$ cat config.mk
export PLATFORM = sky130hd
export DESIGN_NAME = cbd_sampler_ctrl
export DESIGN_NICKNAME = d
export VERILOG_FILES = /design/src/rtl/cbd_pkg.sv /design/src/rtl/cbd_coeff.sv /design/src/rtl/cbd_sampler_ctrl.sv
export SDC_FILE = /design/constraint.sdc
export NUM_CORES = 1
export LEC_CHECK = 0
export CELL_PAD_IN_SITES_DETAIL_PLACEMENT = 1
export CELL_PAD_IN_SITES_GLOBAL_PLACEMENT = 1
export CORE_UTILIZATION = 34
export DETAILED_ROUTE_END_ITERATION = 10
export GPL_TIMING_DRIVEN = 0
export HOLD_SLACK_MARGIN = 0.05
export PLACE_DENSITY_LB_ADDON = 0.1
export SLEW_MARGIN = 40
export SYNTH_ARGS = -nofsm -noshare
export SYNTH_HDL_FRONTEND = slang
export SYNTH_HIERARCHICAL = 1
export SYNTH_SLANG_ARGS = --single-unit
export TNS_END_PERCENT = 100
$ cat constraint.sdc
create_clock -name clk -period 3 [get_ports clk]
set_input_delay 0.6 -clock clk [delete_from_list [all_inputs] [get_ports clk]]
set_output_delay 0.6 -clock clk [all_outputs]
set_load 0.02 [all_outputs]
$ cat src/rtl/cbd_pkg.sv
// cbd_pkg: shared constants, FSM state type and helpers for the CBD (eta=2)
// polynomial sampler.
package cbd_pkg;

  localparam int KEM_Q   = 7681;
  localparam int ETA     = 2;
  localparam int COEFF_W = 13;

  typedef enum logic [1:0] {
    IDLE = 2'd0,
    LOAD = 2'd1,
    EMIT = 2'd2,
    DONE = 2'd3
  } cbd_state_t;

  // Each eta=2 sample consumes one 4-bit nibble.
  function automatic int nibbles_per_word(input int word_w);
    return word_w / 4;
  endfunction

endpackage

$ cat src/rtl/cbd_coeff.sv
// cbd_coeff: combinational map of one 4-bit nibble to a centered-binomial
// coefficient reduced into [0, KEM_Q).
module cbd_coeff
  import cbd_pkg::*;
(
  input  logic [3:0]         i_nib,
  output logic [COEFF_W-1:0] o_coeff
);

  localparam logic [COEFF_W:0] KQ = (COEFF_W + 1)'(KEM_Q);

  logic [COEFF_W:0] w_pos;
  logic [COEFF_W:0] w_neg;
  logic [COEFF_W:0] w_sum;
  logic [COEFF_W:0] w_red;

  // (b0+b1) + Q - (b2+b3) never underflows; one conditional subtract reduces it.
  assign w_pos = {{COEFF_W{1'b0}}, i_nib[0]} + {{COEFF_W{1'b0}}, i_nib[1]};
  assign w_neg = {{COEFF_W{1'b0}}, i_nib[2]} + {{COEFF_W{1'b0}}, i_nib[3]};
  assign w_sum = w_pos + KQ - w_neg;
  assign w_red = w_sum - KQ;

  // Select the reduced or unreduced sum so the output stays below KEM_Q.
  always_comb begin
    o_coeff = w_sum[COEFF_W-1:0];
    if (w_sum >= KQ) begin
      o_coeff = w_red[COEFF_W-1:0];
    end else begin
      o_coeff = w_sum[COEFF_W-1:0];
    end
  end

endmodule

$ cat src/rtl/cbd_sampler_ctrl.sv
// cbd_sampler_ctrl: consumes pseudorandom words, turns each nibble (low first)
// into a CBD eta=2 coefficient and writes N_COEFF of them to consecutive RAM
// addresses from a captured base, then pulses done.
// Optional build macro CBD_PERF_CNT_EN adds the stall_cnt output.
module cbd_sampler_ctrl
  import cbd_pkg::*;
#(
  parameter int N_COEFF = 64,
  parameter int WORD_W  = 32,
  parameter int ADDR_W  = 6
) (
  input  logic               clk,
  input  logic               rst,
  input  logic               start,
  input  logic [ADDR_W-1:0]  base_addr,
  input  logic               in_valid,
  output logic               in_ready,
  input  logic [WORD_W-1:0]  in_data,
  output logic               mem_we,
  input  logic               mem_ready,
  output logic [ADDR_W-1:0]  mem_addr,
  output logic [COEFF_W-1:0] mem_wdata,
  output logic               busy,
  output logic               done
`ifdef CBD_PERF_CNT_EN
  ,
  output logic [15:0]        stall_cnt
`endif
);

  localparam int NPW   = nibbles_per_word(WORD_W);
  localparam int NIB_W = (NPW > 1) ? $clog2(NPW) : 1;
  localparam int CNT_W = $clog2(N_COEFF + 1);
  localparam logic [NIB_W-1:0] LAST_NIB = NIB_W'(NPW - 1);
  localparam logic [CNT_W-1:0] LAST_CNT = CNT_W'(N_COEFF - 1);

  cbd_state_t         r_state;
  logic [WORD_W-5:0]  r_shift;   // nibbles not yet presented, next one in [3:0]
  logic [NIB_W-1:0]   r_nib;
  logic [CNT_W-1:0]   r_cnt;
  logic [ADDR_W-1:0]  r_addr;
  logic [COEFF_W-1:0] r_wdata;
  logic               r_we;
  logic               r_busy;
  logic               r_done;

  logic               w_accept;
  logic               w_wr_done;
  logic [3:0]         w_nib;
  logic [COEFF_W-1:0] w_coeff;

  assign in_ready  = (r_state == LOAD);
  assign w_accept  = in_ready && in_valid;
  assign w_wr_done = r_we && mem_ready;

  assign mem_we    = r_we;
  assign mem_addr  = r_addr;
  assign mem_wdata = r_wdata;
  assign busy      = r_busy;
  assign done      = r_done;

  // Nibble feeding the coefficient mapper: the incoming word's low nibble while
  // loading, otherwise the next pending nibble of the shift register.
  always_comb begin
    w_nib = r_shift[3:0];
    if (r_state == LOAD) begin
      w_nib = in_data[3:0];
    end else begin
      w_nib = r_shift[3:0];
    end
  end

  cbd_coeff u_coeff (
    .i_nib   (w_nib),
    .o_coeff (w_coeff)
  );

  // Main sequencer with registered write-port, busy and done outputs.
  always_ff @(posedge clk) begin
    if (rst) begin
      r_state <= IDLE;
      r_shift <= '0;
      r_nib   <= '0;
      r_cnt   <= '0;
      r_addr  <= '0;
      r_wdata <= '0;
      r_we    <= 1'b0;
      r_busy  <= 1'b0;
      r_done  <= 1'b0;
    end else begin
      case (r_state)
        IDLE: begin
          r_done <= 1'b0;
          if (start) begin
            r_addr  <= base_addr;
            r_cnt   <= '0;
            r_nib   <= '0;
            r_busy  <= 1'b1;
            r_state <= LOAD;
          end
        end
        LOAD: begin
          if (w_accept) begin
            r_shift <= in_data[WORD_W-1:4];
            r_wdata <= w_coeff;
            r_we    <= 1'b1;
            r_nib   <= '0;
            r_state <= EMIT;
          end
        end
        EMIT: begin
          if (w_wr_done) begin
            r_shift <= {4'b0000, r_shift[WORD_W-5:4]};
            r_addr  <= r_addr + ADDR_W'(1);
            r_cnt   <= r_cnt + CNT_W'(1);
            if (r_nib == LAST_NIB) begin
              r_we  <= 1'b0;
              r_nib <= '0;
              if (r_cnt == LAST_CNT) begin
                r_done  <= 1'b1;
                r_state <= DONE;
              end else begin
                r_state <= LOAD;
              end
            end else begin
              r_nib   <= r_nib + NIB_W'(1);
              r_wdata <= w_coeff;
            end
          end
        end
        DONE: begin
          r_done  <= 1'b0;
          r_busy  <= 1'b0;
          r_state <= IDLE;
        end
        default: begin
          r_we    <= 1'b0;
          r_busy  <= 1'b0;
          r_done  <= 1'b0;
          r_state <= IDLE;
        end
      endcase
    end
  end

`ifdef CBD_PERF_CNT_EN
  logic [15:0] r_stall;
  assign stall_cnt = r_stall;

  // Saturating count of cycles lost to a missing input word or a busy RAM.
  always_ff @(posedge clk) begin
    if (rst) begin
      r_stall <= 16'h0000;
    end else if ((r_state == IDLE) && start) begin
      r_stall <= 16'h0000;
    end else if (((r_state == LOAD) && !in_valid) || (r_we && !mem_ready)) begin
      if (r_stall != 16'hFFFF) begin
        r_stall <= r_stall + 16'h0001;
      end
    end
  end
`endif

endmodule

Word-level counts from Yosys, hierarchy flattened
Cells that the tools add are included.
Cells by class
  equality and inequality tests: 11
  shift-type cells: 0
  multiplexer cells: 36
  $add $sub $neg: 8
  divide/modulo/power cells: 0
  bitwise logic cells: 0
  multipliers: 0
  reductions and logical operators: 17
  magnitude comparators: 1
Operator list (number)
  28-bit 2-to-1 mux: 2
  28-bit one-hot mux with 2 select lines: 1
  13-bit 2-to-1 mux: 4
  13-bit one-hot mux with 2 select lines: 1
  4-bit AND reduction: 5
  14-bit by 13-bit adder with 14-bit output, second input constant: 1
  14-bit by 13-bit >= comparator with 1-bit output, second input constant: 1
  7-bit 2-to-1 mux: 2
  7-bit one-hot mux with 2 select lines: 1
  14-bit by 2-bit subtractor with 14-bit output: 1
  13-bit subtractor, second input constant: 1
  3-bit 2-to-1 mux: 4
  6-bit 2-to-1 mux: 2
  6-bit one-hot mux with 2 select lines: 1
  2-bit 2-to-1 mux: 5
  2-bit inequality test, second input constant: 5
  3-bit one-hot mux with 3 select lines: 1
  2-bit one-hot mux with 4 select lines: 1
  2-bit nonzero test: 4
  7-bit by 1-bit adder with 7-bit output, second input constant: 1
  7-bit by 6-bit equality test with 1-bit output, second input constant: 1
  1-bit 2-to-1 mux: 7
  6-bit by 1-bit adder with 6-bit output, second input constant: 1
  1-bit one-hot mux with 2 select lines: 3
  other kinds (13): 17
Word-level totals
  register bits: 62
  output and inout port bits: 23
  word-level logic and storage cells: 82
  latch bits: 0
  bits in read-only memories: 0
  memories kept: 0
  RAM bits: 0

Logic depth before layout (Yosys ltp)
Gate-level depths: netlist of run 1.
  word-level depth: 10
  mapped depth: 13

Cells and area by module
The synthesis of run 1 kept the hierarchy.
Modules (own cells, without submodules)
  cbd_sampler_ctrl: cells each 326, area each 2892.8 sq um, times used 1
  cbd_coeff: cells each 21, area each 181.4 sq um, times used 1

Least setup slack after synthesis of run 1
Ideal clock, no wire load.
  path type: register to register
  from: register r_state[1]
  to: register r_wdata[0], in the netlist mem_wdata[0]
  arrival time: 2.891 ns
  path slack: 0.039 ns
  required time: 2.930 ns
  buffers on the path: 1
  setup time: 0.070 ns
  clock period less this slack: 2.961 ns
  stages on the path, launching flop included: 13
  cell sequence: dfxtp_1 > inv_1 > ha_1 > buf_6 > mux2_2 > ha_1 > inv_1 > fa_1 > inv_1 > fa_1 > xnor2_1 > nand3_1 > a21oi_1
On the way
  elaborated cells on any way between the ends: 20
  those cells by class: add/sub: 5; order compare: 1; eq/ne: 5; mux: 6; reduce/logical: 3
RTL lines
  start, declared: RTL line cbd_sampler_ctrl.sv:37  | cbd_state_t r_state;
  start signal, assigned: RTL line cbd_sampler_ctrl.sv:81  | r_state <= IDLE;
  start signal, assigned: RTL line cbd_sampler_ctrl.sv:99  | r_state <= LOAD;
  start signal, assigned: RTL line cbd_sampler_ctrl.sv:108  | r_state <= EMIT;
  2-bit by 1-bit equality test with 1-bit output (*): RTL line cbd_sampler_ctrl.sv:52  | assign in_ready = (r_state == LOAD);
  net in_ready: RTL line cbd_sampler_ctrl.sv:17  | output logic in_ready,
  4-bit 2-to-1 mux (*): RTL line cbd_sampler_ctrl.sv:66  | if (r_state == LOAD) begin
  net w_nib[3]: RTL line cbd_sampler_ctrl.sv:49  | logic [3:0] w_nib;
  1-bit by 1-bit adder with 2-bit output (*): RTL line cbd_coeff.sv:19  | assign w_neg = {{COEFF_W{1'b0}}, i_nib[2]} + {{COEFF_W{1'b0}}, i_nib[3]};
  14-bit by 2-bit subtractor with 14-bit output (*): RTL line cbd_coeff.sv:20  | assign w_sum = w_pos + KQ - w_neg;
  13-bit subtractor / 14-bit by 13-bit >= comparator with 1-bit output (equally long branches): RTL line cbd_coeff.sv:21, cbd_coeff.sv:26
  13-bit 2-to-1 mux (*): RTL line cbd_coeff.sv:26  | if (w_sum >= KQ) begin
  net w_coeff[0]: RTL line cbd_sampler_ctrl.sv:50  | logic [COEFF_W-1:0] w_coeff;
  13-bit 2-to-1 mux: RTL line cbd_sampler_ctrl.sv:116  | if (r_nib == LAST_NIB) begin
  13-bit 2-to-1 mux: RTL line cbd_sampler_ctrl.sv:112  | if (w_wr_done) begin
  13-bit one-hot mux with 2 select lines (*): RTL line cbd_sampler_ctrl.sv:91  | case (r_state)
  end signal, assigned: RTL line cbd_sampler_ctrl.sv:105  | r_wdata <= w_coeff;
  end signal, assigned: RTL line cbd_sampler_ctrl.sv:127  | r_wdata <= w_coeff;
  end, declared: RTL line cbd_sampler_ctrl.sv:42  | logic [COEFF_W-1:0] r_wdata;
Mark *: on every way through the listed nets, which the timed path passes. The rest lies on a longest branch. The select of a mux whose other input is x is not followed.
A chain may end at the register's enable or synchronous reset.

Worst setup path in the final report of run 1
  from: register r_state[1]
  to: register r_wdata[1], in the netlist mem_wdata[1]
On the way
  elaborated cells on any way between the ends: 20
  those cells by class: add/sub: 5; order compare: 1; eq/ne: 5; mux: 6; reduce/logical: 3
RTL lines (RTL line)
  2-bit by 1-bit equality test with 1-bit output (*): cbd_sampler_ctrl.sv:66
  4-bit 2-to-1 mux (*): cbd_sampler_ctrl.sv:66
  net w_nib[3]: cbd_sampler_ctrl.sv:49
  1-bit by 1-bit adder with 2-bit output (*): cbd_coeff.sv:19
  14-bit by 2-bit subtractor with 14-bit output (*): cbd_coeff.sv:20
  13-bit subtractor / 14-bit by 13-bit >= comparator with 1-bit output (equally long branches): cbd_coeff.sv:21, cbd_coeff.sv:26
  13-bit 2-to-1 mux (*): cbd_coeff.sv:26
  net w_coeff[1]: cbd_sampler_ctrl.sv:50
  13-bit 2-to-1 mux: cbd_sampler_ctrl.sv:116
  13-bit 2-to-1 mux: cbd_sampler_ctrl.sv:112
  13-bit one-hot mux with 2 select lines (*): cbd_sampler_ctrl.sv:91
Marked as above.

==> summary.md, run 1 <==
| Metric | Value |
|---|---|
| Mux share of post-synthesis cell area | `between 10% and 20%` |
| Tot GR Track Use | `18.37%` |
| Largest family of logic cells by synthesized area | `simple AND/OR/NAND/NOR gates` |
| Post-DR vias/cell | `about 5` |
| Most frequent cells in the layout | `clkdlybuf4s50_1 (65), dfxtp_1 (60), nor2_1 (38)` |
| Cell variety after synth | `40` |
| Slew margin rel. | `59.26%` |
| Min Tclk post-route | `between 2 and 3 ns` |
| Ports | `66` |
| CTS tree | `yes` |
| Number of flops mapped to enable cells by yosys | `0` |
| Async S/R FF share, synth | `0%` |
| Max_cap viols | `0` |
| Mapped Cells | `347` |
| Die area | `~0.0094 sq mm` |
| Avg WL per Cell | `15.09 um` |
| Slew @ Worst Pin | `a little over 0.6 ns` |
| Arrival time of the worst setup path | `around 3.2 ns` |
| GP Congestion | `just under 0.8` |
| Worst setup SP type | `flip-flop` |
| Final ANT Viol Nets | `0` |
| Worst Setup SP | `r_state[1]` |
| Most common cell on crit path | `inv_1` |
| Critical path, cell by cell | `inv_2 > ha_4 > mux2_4 > ha_1 > inv_1 > fa_1 > inv_1 > fa_2 > mux2i_1 > nand3_1 > a21oi_1` |
| LEAKAGE | `1.501 nW` |
| Crit. End Element | `flip-flop` |
| Final wirelength | `8148 um` |
| Post-layout nets | `486` |
| Post-Syn Area per Cell | `around 9 sq um` |
| First drt pass iteration count | `4` |
| HPWL Detailed | `around 6000 um` |
| Fmax | `between 300 and 400 MHz` |
| Adder-cell share of the synthesized area | `~6.6%` |
| Post-synthesis simple-gate area fraction | `a little under a fifth` |
| Final instance area | `0.004133 sq mm` |
| Setup_tns | `0 ns` |
| Reg-to-Reg Start | `r_state[1]` |
| Residual DRC | `0` |
| Crit path max fanout | `8` |
| Area of the mapped netlist | `0.003074 sq mm` |
| Post-synthesis net count | `between 400 and 500` |
| Largest net degree at the start of global routing | `11` |
| Input/output buffers | `65` |
| Final setup violating endpoints | `0` |
| CTS Buf Count | `9` |
| First-pass GRT wire length | `between 10000 and 15000 um` |
| Gr ovfl total | `0` |
| Core footprint | `0.008721 sq mm` |
| Layout cells sized above 1 | `~14%` |
| Vias in the first global route | `~2.9k` |
| Commonest non-fill, non-tap cell in the layout | `clkdlybuf4s50_1` |
| Die span in x | `about 97 um` |
| Worst path slowest cell | `fa_1` |
| Total of fill cells in the finished design | `just over 1k` |
| Syn. warnings | `6` |
| Root Buffer | `clkbuf_8` |
| Worst Path Required | `between 3 and 4 ns` |
| Die height | `between 90 and 100 um` |
| Hold Fails Final Rpt | `0` |
| HP Class | `flip-flop to flip-flop` |
| Placed inst area | `between 0.003 and 0.004 sq mm` |
| FP Rows | `34` |
| Power Density | `1029 mW/mm^2` |
| Outcome | `completed` |
| Seq/Total Area, Yosys | `about two fifths` |
| CTS Buffer Depth | `2` |
| Starting Density | `about a third` |
| Post-CTS Hold Fix Bufs | `0` |
| Crit share post-route | `between 90% and 100%` |
| Clock sink total | `between 60 and 70` |
| Top_reg_cell synth | `dfxtp_1` |
| DR iter-0 viols | `66` |
| Compound-Gate Fraction of Synth Area | `15.14%` |
| Worst clock skew | `approximately 0.011 ns` |
| Fin. max-slew vios | `0` |
| Maximum vdd ir drop | `~0.32 mV` |
| Antenna diodes | `0` |
| Skew-Pair Late Insertion Delay | `0.34 ns` |
| Initial antenna violation count | `0` |
| Register bit total from synthesis | `62` |
| Kind of critical path | `flip-flop to flip-flop` |
| Post-synthesis xor/xnor area fraction | `between 1.5 and 2%` |
| H-tree Lvls | `3` |
| Max stage delay on crit path | `0.53 ns` |
| Clock transition at path regs | `about 0.070 ns` |
| Min-delay src | `mem_wdata[11]` |
| DR vias | `roughly 2.8k` |
| Synth-to-Final Area Change | `34.43%` |
## per-layer routing
layer,track usage (%),wire length (um)
met5,0,0
met2,31.31,3918
met3,3.525,231
met4,6.544,104
met1,23.05,3892
## worst max-delay path, delay by kind of cell (launching register included)
kind / cells / cell delay [ns]
compound gates: 1 / 0.17
fa+ha+maj: 4 / 1.44
buf+inv: 3 / 0.20
flops: 1 / 0.36
mux: 2 / 0.54
simple gates: 1 / 0.09
## synth_stat cells, types with 2 or more instances
| cell | number | share of area (%) |
|---|---|---|
| nand2b_1 | 7 | 1.4 |
| buf_1 | 3 | 0.37 |
| o32ai_1 | 2 | 0.57 |
| mux2i_1 | 28 | 9.1 |
| dfxtp_1 | 62 | 40 |
| nor2b_1 | 2 | 0.41 |
| buf_4 | 8 | 2.0 |
| mux2_2 | 6 | 2.2 |
| nor2_1 | 38 | 4.6 |
| fa_1 | 2 | 1.3 |
| o41ai_1 | 2 | 0.57 |
| nor4_1 | 4 | 0.81 |
| ha_1 | 13 | 5.3 |
| buf_2 | 11 | 1.8 |
| nor3_1 | 4 | 0.65 |
| xnor2_1 | 6 | 1.7 |
| a211oi_1 | 28 | 6.8 |
| or2_2 | 2 | 0.41 |
| clkbuf_1 | 8 | 0.98 |
| o21ai_0 | 4 | 0.65 |
| a21oi_1 | 30 | 4.9 |
| nand3_1 | 25 | 4.1 |
| inv_1 | 10 | 1.2 |
| nand2_1 | 26 | 3.2 |
## per-stage QoR
| step | setup WS, ns | hold slack (ns) | instances | power [mW] | util, % |
|---|---|---|---|---|---|
| after floorplan | 0.03869 | 0.4356 | 347 | 2.699 | - |
| after global placement | -0.1861 | 0.4441 | 520 | 3.238 | 44.26 |
| after detailed placement | -0.2542 | 0.4494 | 520 | 3.311 | 44.26 |
| after CTS | 0.01144 | 0.4589 | 536 | 4.187 | 46.80 |
| after global routing | -0.004723 | 0.4783 | 540 | 4.610 | 47.39 |
| final | 0.1102 | 0.4552 | 540 | 4.252 | 47.39 |
## area by class of cell
type	instances	area, sq um	share of cell area [%]
sequential	62	1246	30.15
tap	108	135.1	3.270
multi-input combinational	244	1654	40.02
clock inverter	3	42.54	1.029
inverter	10	37.54	0.9083
timing repair buffer	71	695.7	16.83
buffer	30	156.4	3.784
clock buffer	12	165.2	3.996
## final timing paths
path,to,slack (ns),cells past startpoint
max,mem_wdata[1],0.11,11
min,mem_wdata[11],0.46,2
max reg2reg,mem_wdata[1],0.11,11
min reg2reg,mem_wdata[11],0.46,2
## flip-flops by register name (all words and copies together) (netlist names)
name       flops
busy           1
mem_we         1
r_cnt          7
r_shift       28
r_state        2
r_nib          3
done           1
mem_wdata     13
mem_addr       6
## repair_timing
item / 4_1_cts / 5_1_grt
gates resized for setup: 4 / 5
cloned: 0 / 0
endpoints found under the setup margin: 5 / 5
pin swaps: 2 / 3
setup buffers: 1 / 5
## cells by family after synthesis
family                   count (synthesis)
AND/OR/NAND/NOR                        117
AO/OA/AOI/OAI                           72
buffers and inverters                   41
adder cells (fa/ha/maj)                 15
XOR/XNOR                                 6
multiplexers                            34
flip-flops                              62
## report_power, final
group	total [mW]	switching, mW	internal (mW)
logic	2.23	1.13	1.10
clock network	0.784	0.338	0.446
registers	1.24	0.161	1.08
(Power assumes the default switching activity.)
==> run 2: changes to the inputs <==
- CORE_MARGIN: default -> 2
==> summary.md, run 2 (synthesized netlist as in run 1, its figures left out) <==
| Metric | Value |
|---|---|
| Power, Total | `4.002 mW (-5.9%)` |
| Starting Density | `35.08% (-0.17 points)` |
| CTS Buf Count | `9 (unchanged)` |
| Crit path max fanout | `7 (-1)` |
| First drt pass iteration count | `4 (unchanged)` |
| Post-route worst setup slack | `0.1399 ns (+0.02969 ns)` |
| Hold Fails Final Rpt | `0 (unchanged)` |
| RSZ-0062 raised after global routing | `no` |
| Crit share post-route | `95.34% (-0.99 points)` |
| Largest net degree at the start of global routing | `11 (unchanged)` |
| Min Tclk post-route | `2.860 ns (-0.02969 ns)` |
| Buffers & Inverters on Critical Path | `4 (+1)` |
| CTS tree | `yes` |
| HP Class | `flip-flop to flip-flop` |
| Power Density | `988.1 mW/mm^2 (-4.0%)` |
| Vias in the first global route | `2847 (-0.21%)` |
| Root Buffer | `clkbuf_8` |
| Input/output buffers | `65 (unchanged)` |
| R2R depth | `12 (+1)` |
| Post-CTS Hold Fix Bufs | `0 (unchanged)` |
| Kind of critical path | `flip-flop to flip-flop` |
| Antenna diodes | `0 (unchanged)` |
| LEAKAGE | `1.459 nW (-2.8%)` |
| Synth-to-Final Area Change | `31.75%` |
| Final ANT Viol Nets | `0 (unchanged)` |
| Most frequent cells in the layout | `clkdlybuf4s50_1 (65), dfxtp_1 (60), nor2_1 (38)` |
| Worst setup SP type | `flip-flop` |
| Clock sink total | `62 (unchanged)` |
| Final wirelength | `8000 um (-1.8%)` |
| Crit. path cell count | `12 (+1)` |
| Worst path slowest cell | `fa_1` |
| Arrival time of the worst setup path | `3.12 ns (-0.03 ns)` |
| Final Util | `46.22% (-1.2 points)` |
| GP Congestion | `0.7938 (+2.2%)` |
| Maximum vdd ir drop | `0.3572 mV (+11%)` |
| Biggest register | `r_shift` |
| FP Rows | `34 (unchanged)` |
| Crit. End Element | `flip-flop` |
| Most common cell on crit path | `inv_1` |
| Critical path, cell by cell | `inv_2 > ha_2 > buf_6 > mux2_2 > ha_1 > inv_1 > fa_1 > inv_1 > fa_2 > mux2i_1 > nand3_1 > a21oi_1` |
| Initial antenna violation count | `0 (unchanged)` |
| Avg WL per Cell | `14.90 um (-1.3%)` |
| Final setup violating endpoints | `0 (unchanged)` |
| DR iter-0 viols | `41 (-38%)` |
| Die area | `0.009819 sq mm (+4.2%)` |
| Max stage delay on crit path | `0.51 ns (-0.02 ns)` |
| Ports | `66 (unchanged)` |
| DR vias | `2698 (-2.3%)` |
| Post-DR vias/cell | `5.024 (-1.7%)` |
| Skew-Pair Late Insertion Delay | `0.33 ns (about the same)` |
| Tot GR Track Use | `17.22% (-1.1 points)` |
| Gr ovfl total | `0 (unchanged)` |
| Largest delay share family, worst path | `adder cells` |
| Fin. max-slew vios | `0 (unchanged)` |
| Slew margin rel. | `60.23% (+0.97 points)` |
| Die span in x | `99.09 um (+2.1%)` |
| Core footprint | `0.008763 sq mm (+0.49%)` |
| Slew @ Worst Pin | `0.5965 ns (-0.01458 ns)` |
| Post-Place Setup Slack | `-0.1964 ns (+0.05781 ns)` |
| Layout cells sized above 1 | `12.82% (-1.1 points)` |
| Max reg flops | `28 (unchanged)` |
| Outcome | `completed` |
| Total of fill cells in the finished design | `1052 (+1.8%)` |
| Clock transition at path regs | `0.07 ns (about the same)` |
| Fmax | `349.6 MHz (+1.0%)` |
| HPWL Detailed | `5964 um (+0.36%)` |
| Max_cap viols | `0 (unchanged)` |
| Die height | `99.09 um (+2.1%)` |
| Commonest non-fill, non-tap cell in the layout | `clkdlybuf4s50_1` |
| H-tree Lvls | `3 (unchanged)` |
| Worst Hold Depth | `2 (unchanged)` |
| Post-layout nets | `482 (-0.82%)` |
| Worst Path Required | `3.26 ns (about the same)` |
| Worst clock skew | `0.007839 ns (-0.002812 ns)` |
| CTS Buffer Depth | `2 (unchanged)` |
| Residual DRC | `0 (unchanged)` |
| First-pass GRT wire length | `13610 um (-1.3%)` |
run 2: power by group:
part,internal [mW],switching (mW)
registers,1.07,0.157
clock network,0.319,0.320
logic,1.06,1.07
total,2.45,1.55
run 2: cell type report:
class / count / area, sq um / area share [%]
multi-input combinational: 244 / 1640 / 40.50
sequential: 62 / 1244 / 30.71
timing repair buffer: 66 / 658.1 / 16.25
buffer: 31 / 167.7 / 4.140
clock buffer: 12 / 145.1 / 3.584
tap: 108 / 135.1 / 3.336
inverter: 10 / 37.54 / 0.9268
clock inverter: 4 / 22.52 / 0.5561
run 2: worst reg2reg max path, stage by stage, from the launching register on:
cell and delay (ns):
dfxtp_2 0.35, inv_2 0.08, ha_2 0.20, buf_6 0.13, mux2_2 0.33, ha_1 0.27, inv_1 0.04, fa_1 0.51
inv_1 0.07, fa_2 0.43, mux2i_1 0.17, nand3_1 0.08, a21oi_1 0.13
run 2: metal layers:
layer | global-route usage (%) | share of wire (%) | routed length, um | up-vias
met2 | 29.05 | 48 | 3862 | 45
met5 | 0 | 0 | 0 | -
met1 | 22.10 | 48 | 3801 | 1275
met4 | 6.533 | 0.83 | 66 | 0
met3 | 2.881 | 3.4 | 270 | 5
li1 | - | - | - | 1373
run 2: metrics by stage:
step / area [sq um] / instances / hold slack, ns / TNS (ns)
3_3_place_gp: 3860 / 520 / 0.4437 / -0.7494
5_1_grt: 4050 / 537 / 0.4833 / 0
2_1_floorplan: 3074 / 347 / 0.4356 / 0
3_5_place_dp: 3860 / 520 / 0.4501 / -0.6896
6_report: 4050 / 537 / 0.4564 / 0
4_1_cts: 4033 / 536 / 0.4604 / 0
run 2: final timing paths:
path / slack [ns] / to / startpoint
max: 0.14 / mem_wdata[1] / r_state[1]
min: 0.46 / mem_wdata[9] / mem_wdata[9]
max reg2reg: 0.14 / mem_wdata[1] / r_state[1]
min reg2reg: 0.46 / mem_wdata[9] / mem_wdata[9]
run 2: repair_timing:
item,4_1_cts,5_1_grt
cloned,0,0
pin swaps,0,3
endpoints found under the hold margin,0,0
gates resized for setup,2,4
endpoints found under the setup margin,5,5
buffers inserted,0,1
==> run 3: changes to the inputs <==
- CORE_UTILIZATION: 34 -> 35
- SKIP_CTS_REPAIR_TIMING: default -> 1
- clock period: 3 -> 3.08 ns (I/O delays scaled with it)
==> summary.md, run 3 (synthesized netlist as in run 1, its figures left out) <==
| Metric | Value |
|---|---|
| Arrival time of the worst setup path | `3.10 ns (-0.02 ns)` |
| H-tree Lvls | `3 (unchanged)` |
| DR vias | `2775 (+2.9%)` |
| DR iter-0 viols | `64 (+56%)` |
| Crit. End Element | `flip-flop` |
| Skew-Pair Late Insertion Delay | `0.35 ns (+0.02 ns)` |
| Starting Density | `35.60% (+0.52 points)` |
| Kind of critical path | `flip-flop to flip-flop` |
| Most common cell on crit path | `buf_4` |
| Input/output buffers | `65 (unchanged)` |
| Critical path, cell by cell | `ha_4 > buf_6 > mux2_2 > ha_1 > inv_1 > fa_1 > inv_2 > fa_2 > buf_4 > buf_4 > nand3_1 > a21oi_1` |
| Buffers & Inverters on Critical Path | `5 (+1)` |
| GP Congestion | `0.7818 (-1.5%)` |
| Worst Path Required | `3.29 ns (+0.03 ns)` |
| Die height | `97.72 um (-1.4%)` |
| Max stage delay on crit path | `0.52 ns (about the same)` |
| Maximum vdd ir drop | `0.4510 mV (+26%)` |
| Slew margin rel. | `57.19% (-3.0 points)` |
| Initial antenna violation count | `0 (unchanged)` |
| Combinational Power Share | `53.1% (-0.2 points)` |
| FP Rows | `34 (unchanged)` |
| HP Class | `flip-flop to flip-flop` |
| Gr ovfl total | `0 (unchanged)` |
| Commonest non-fill, non-tap cell in the layout | `clkdlybuf4s50_1` |
| Residual DRC | `0 (unchanged)` |
| Die area | `0.009549 sq mm (-2.7%)` |
| Most frequent cells in the layout | `clkdlybuf4s50_1 (65), dfxtp_1 (61), nor2_1 (38)` |
| Dpl cells | `520 (unchanged)` |
| Worst clock skew | `0.008547 ns (+0.0007080 ns)` |
| Final Util | `47.61% (+1.4 points)` |
| Layout cells sized above 1 | `13.66% (+0.84 points)` |
| Footprint of the multi-input gates | `0.001647 sq mm (+0.38%)` |
| Final setup violating endpoints | `0 (unchanged)` |
| RSZ-0062 raised after global routing | `no` |
| CTS tree | `yes` |
| Crit path max fanout | `6 (-1)` |
| Clock transition at path regs | `0.08 ns (about the same)` |
| Psw | `1.620 mW (+4.5%)` |
| Post-layout nets | `485 (+0.62%)` |
| HPWL Detailed | `6188 um (+3.8%)` |
| CTS Buf Count | `9 (unchanged)` |
| Fin. max-slew vios | `0 (unchanged)` |
| Antenna diodes | `0 (unchanged)` |
| Biggest register | `r_shift` |
| Worst path slowest cell | `fa_1` |
| Final wirelength | `8483 um (+6.0%)` |
| Net switching fraction of the power | `39.20% (+0.45 points)` |
| Worst setup SP type | `flip-flop` |
| Tot GR Track Use | `18.95% (+1.7 points)` |
| Placed inst area | `0.003860 sq mm (unchanged)` |
| Ports | `66 (unchanged)` |
| Post-DR vias/cell | `5.139 (+2.3%)` |
| Final instance area | `0.004111 sq mm (+1.5%)` |
| Crit share post-route | `93.86% (-1.5 points)` |
| Core footprint | `0.008636 sq mm (-1.5%)` |
| Largest delay share family, worst path | `adder cells` |
| Outcome | `completed` |
| Clock sink total | `62 (unchanged)` |
| Vias in the first global route | `2982 (+4.7%)` |
| Max_cap viols | `0 (unchanged)` |
| Register area | `0.001245 sq mm (+0.10%)` |
| Largest net degree at the start of global routing | `13 (+2)` |
| Sequential share of power | `29.1% (-1.7 points)` |
| Die span in x | `97.72 um (-1.4%)` |
| Min Tclk post-route | `2.891 ns (+0.03062 ns)` |
| Avg WL per Cell | `15.71 um (+5.4%)` |
| First drt pass iteration count | `6 (+2)` |
| Fin cells | `540 (+0.56%)` |
| LEAKAGE | `1.476 nW (+1.2%)` |
| Power Density | `1005 mW/mm^2 (+1.7%)` |
| Hold Fails Final Rpt | `0 (unchanged)` |
| Final ANT Viol Nets | `0 (unchanged)` |
| CTS Buffer Depth | `2 (unchanged)` |
| Fmax | `345.9 MHz (-1.1%)` |
| Root Buffer | `clkbuf_8` |
| Internal power | `2.513 mW (+2.5%)` |
| Total of fill cells in the finished design | `1024 (-2.7%)` |
| Slew @ Worst Pin | `0.6421 ns (+0.04561 ns)` |
| First-pass GRT wire length | `14530 um (+6.8%)` |
| Max reg flops | `28 (unchanged)` |
| Synth-to-Final Area Change | `33.74%` |
| Clock Power Share | `17.7% (+1.7 points)` |
run 3: changes by cell type in the layout (fill, tap and decap cells not counted), moves of 2 or more:
cell and change:
clkinv_2 -3, dfxtp_2 -2, buf_4 +3, clkinv_4 +2
run 3: layout make-up:
class / instances / share of cell area (%)
sequential: 62 / 30.28
inverter: 10 / 0.9130
buffer: 31 / 4.078
clock buffer: 10 / 3.104
tap: 108 / 3.287
multi-input combinational: 244 / 40.05
timing repair buffer: 69 / 16.56
clock inverter: 6 / 1.735
run 3: worst reg2reg max path: stages, from the launching register on:
cell and delay, ns:
dfxtp_1 0.44, ha_4 0.18, buf_6 0.12, mux2_2 0.33, ha_1 0.27, inv_1 0.05
fa_1 0.52, inv_2 0.05, fa_2 0.41, buf_4 0.16, buf_4 0.12, nand3_1 0.05
a21oi_1 0.06
run 3: through the flow:
stage	TNS, ns	hold slack, ns	setup slack [ns]	power (mW)
6_report	0	0.4598	0.1892	4.133
5_1_grt	0	0.4827	0.01116	4.505
4_1_cts	-0.1344	0.4608	-0.07726	3.988
3_5_place_dp	-0.5299	0.4497	-0.1665	3.238
3_3_place_gp	-0.5069	0.4459	-0.1540	3.168
2_1_floorplan	0	0.4356	0.1187	2.629
run 3: power groups by stage:
| stage | Clock, mW | Combinational [mW] | Sequential (mW) |
|---|---|---|---|
| floorplan | 0 | 1.35 | 1.28 |
| global placement | 0 | 1.96 | 1.21 |
| detailed placement | 0 | 2.02 | 1.22 |
| CTS | 0.753 | 2.03 | 1.20 |
| global route | 0.787 | 2.48 | 1.24 |
| finish | 0.733 | 2.20 | 1.20 |
run 3: metal layers:
metal / part of all wire [%] / GRT usage (%) / up-vias
li1: - / - / 1376
met4: 1.5 / 7.692 / 0
met3: 3.2 / 2.878 / 8
met5: 0 / 0 / -
met1: 48 / 24.33 / 1338
met2: 47 / 31.94 / 53
run 3: worst paths after layout:
path	startpoint	slack, ns	depth (start not counted)	end
setup / recovery	r_state[0]	0.19	12	mem_wdata[11]
hold reg to reg	mem_wdata[11]	0.46	2	mem_wdata[11]
hold / removal	mem_wdata[11]	0.46	2	mem_wdata[11]
setup reg to reg	r_state[0]	0.19	12	mem_wdata[11]
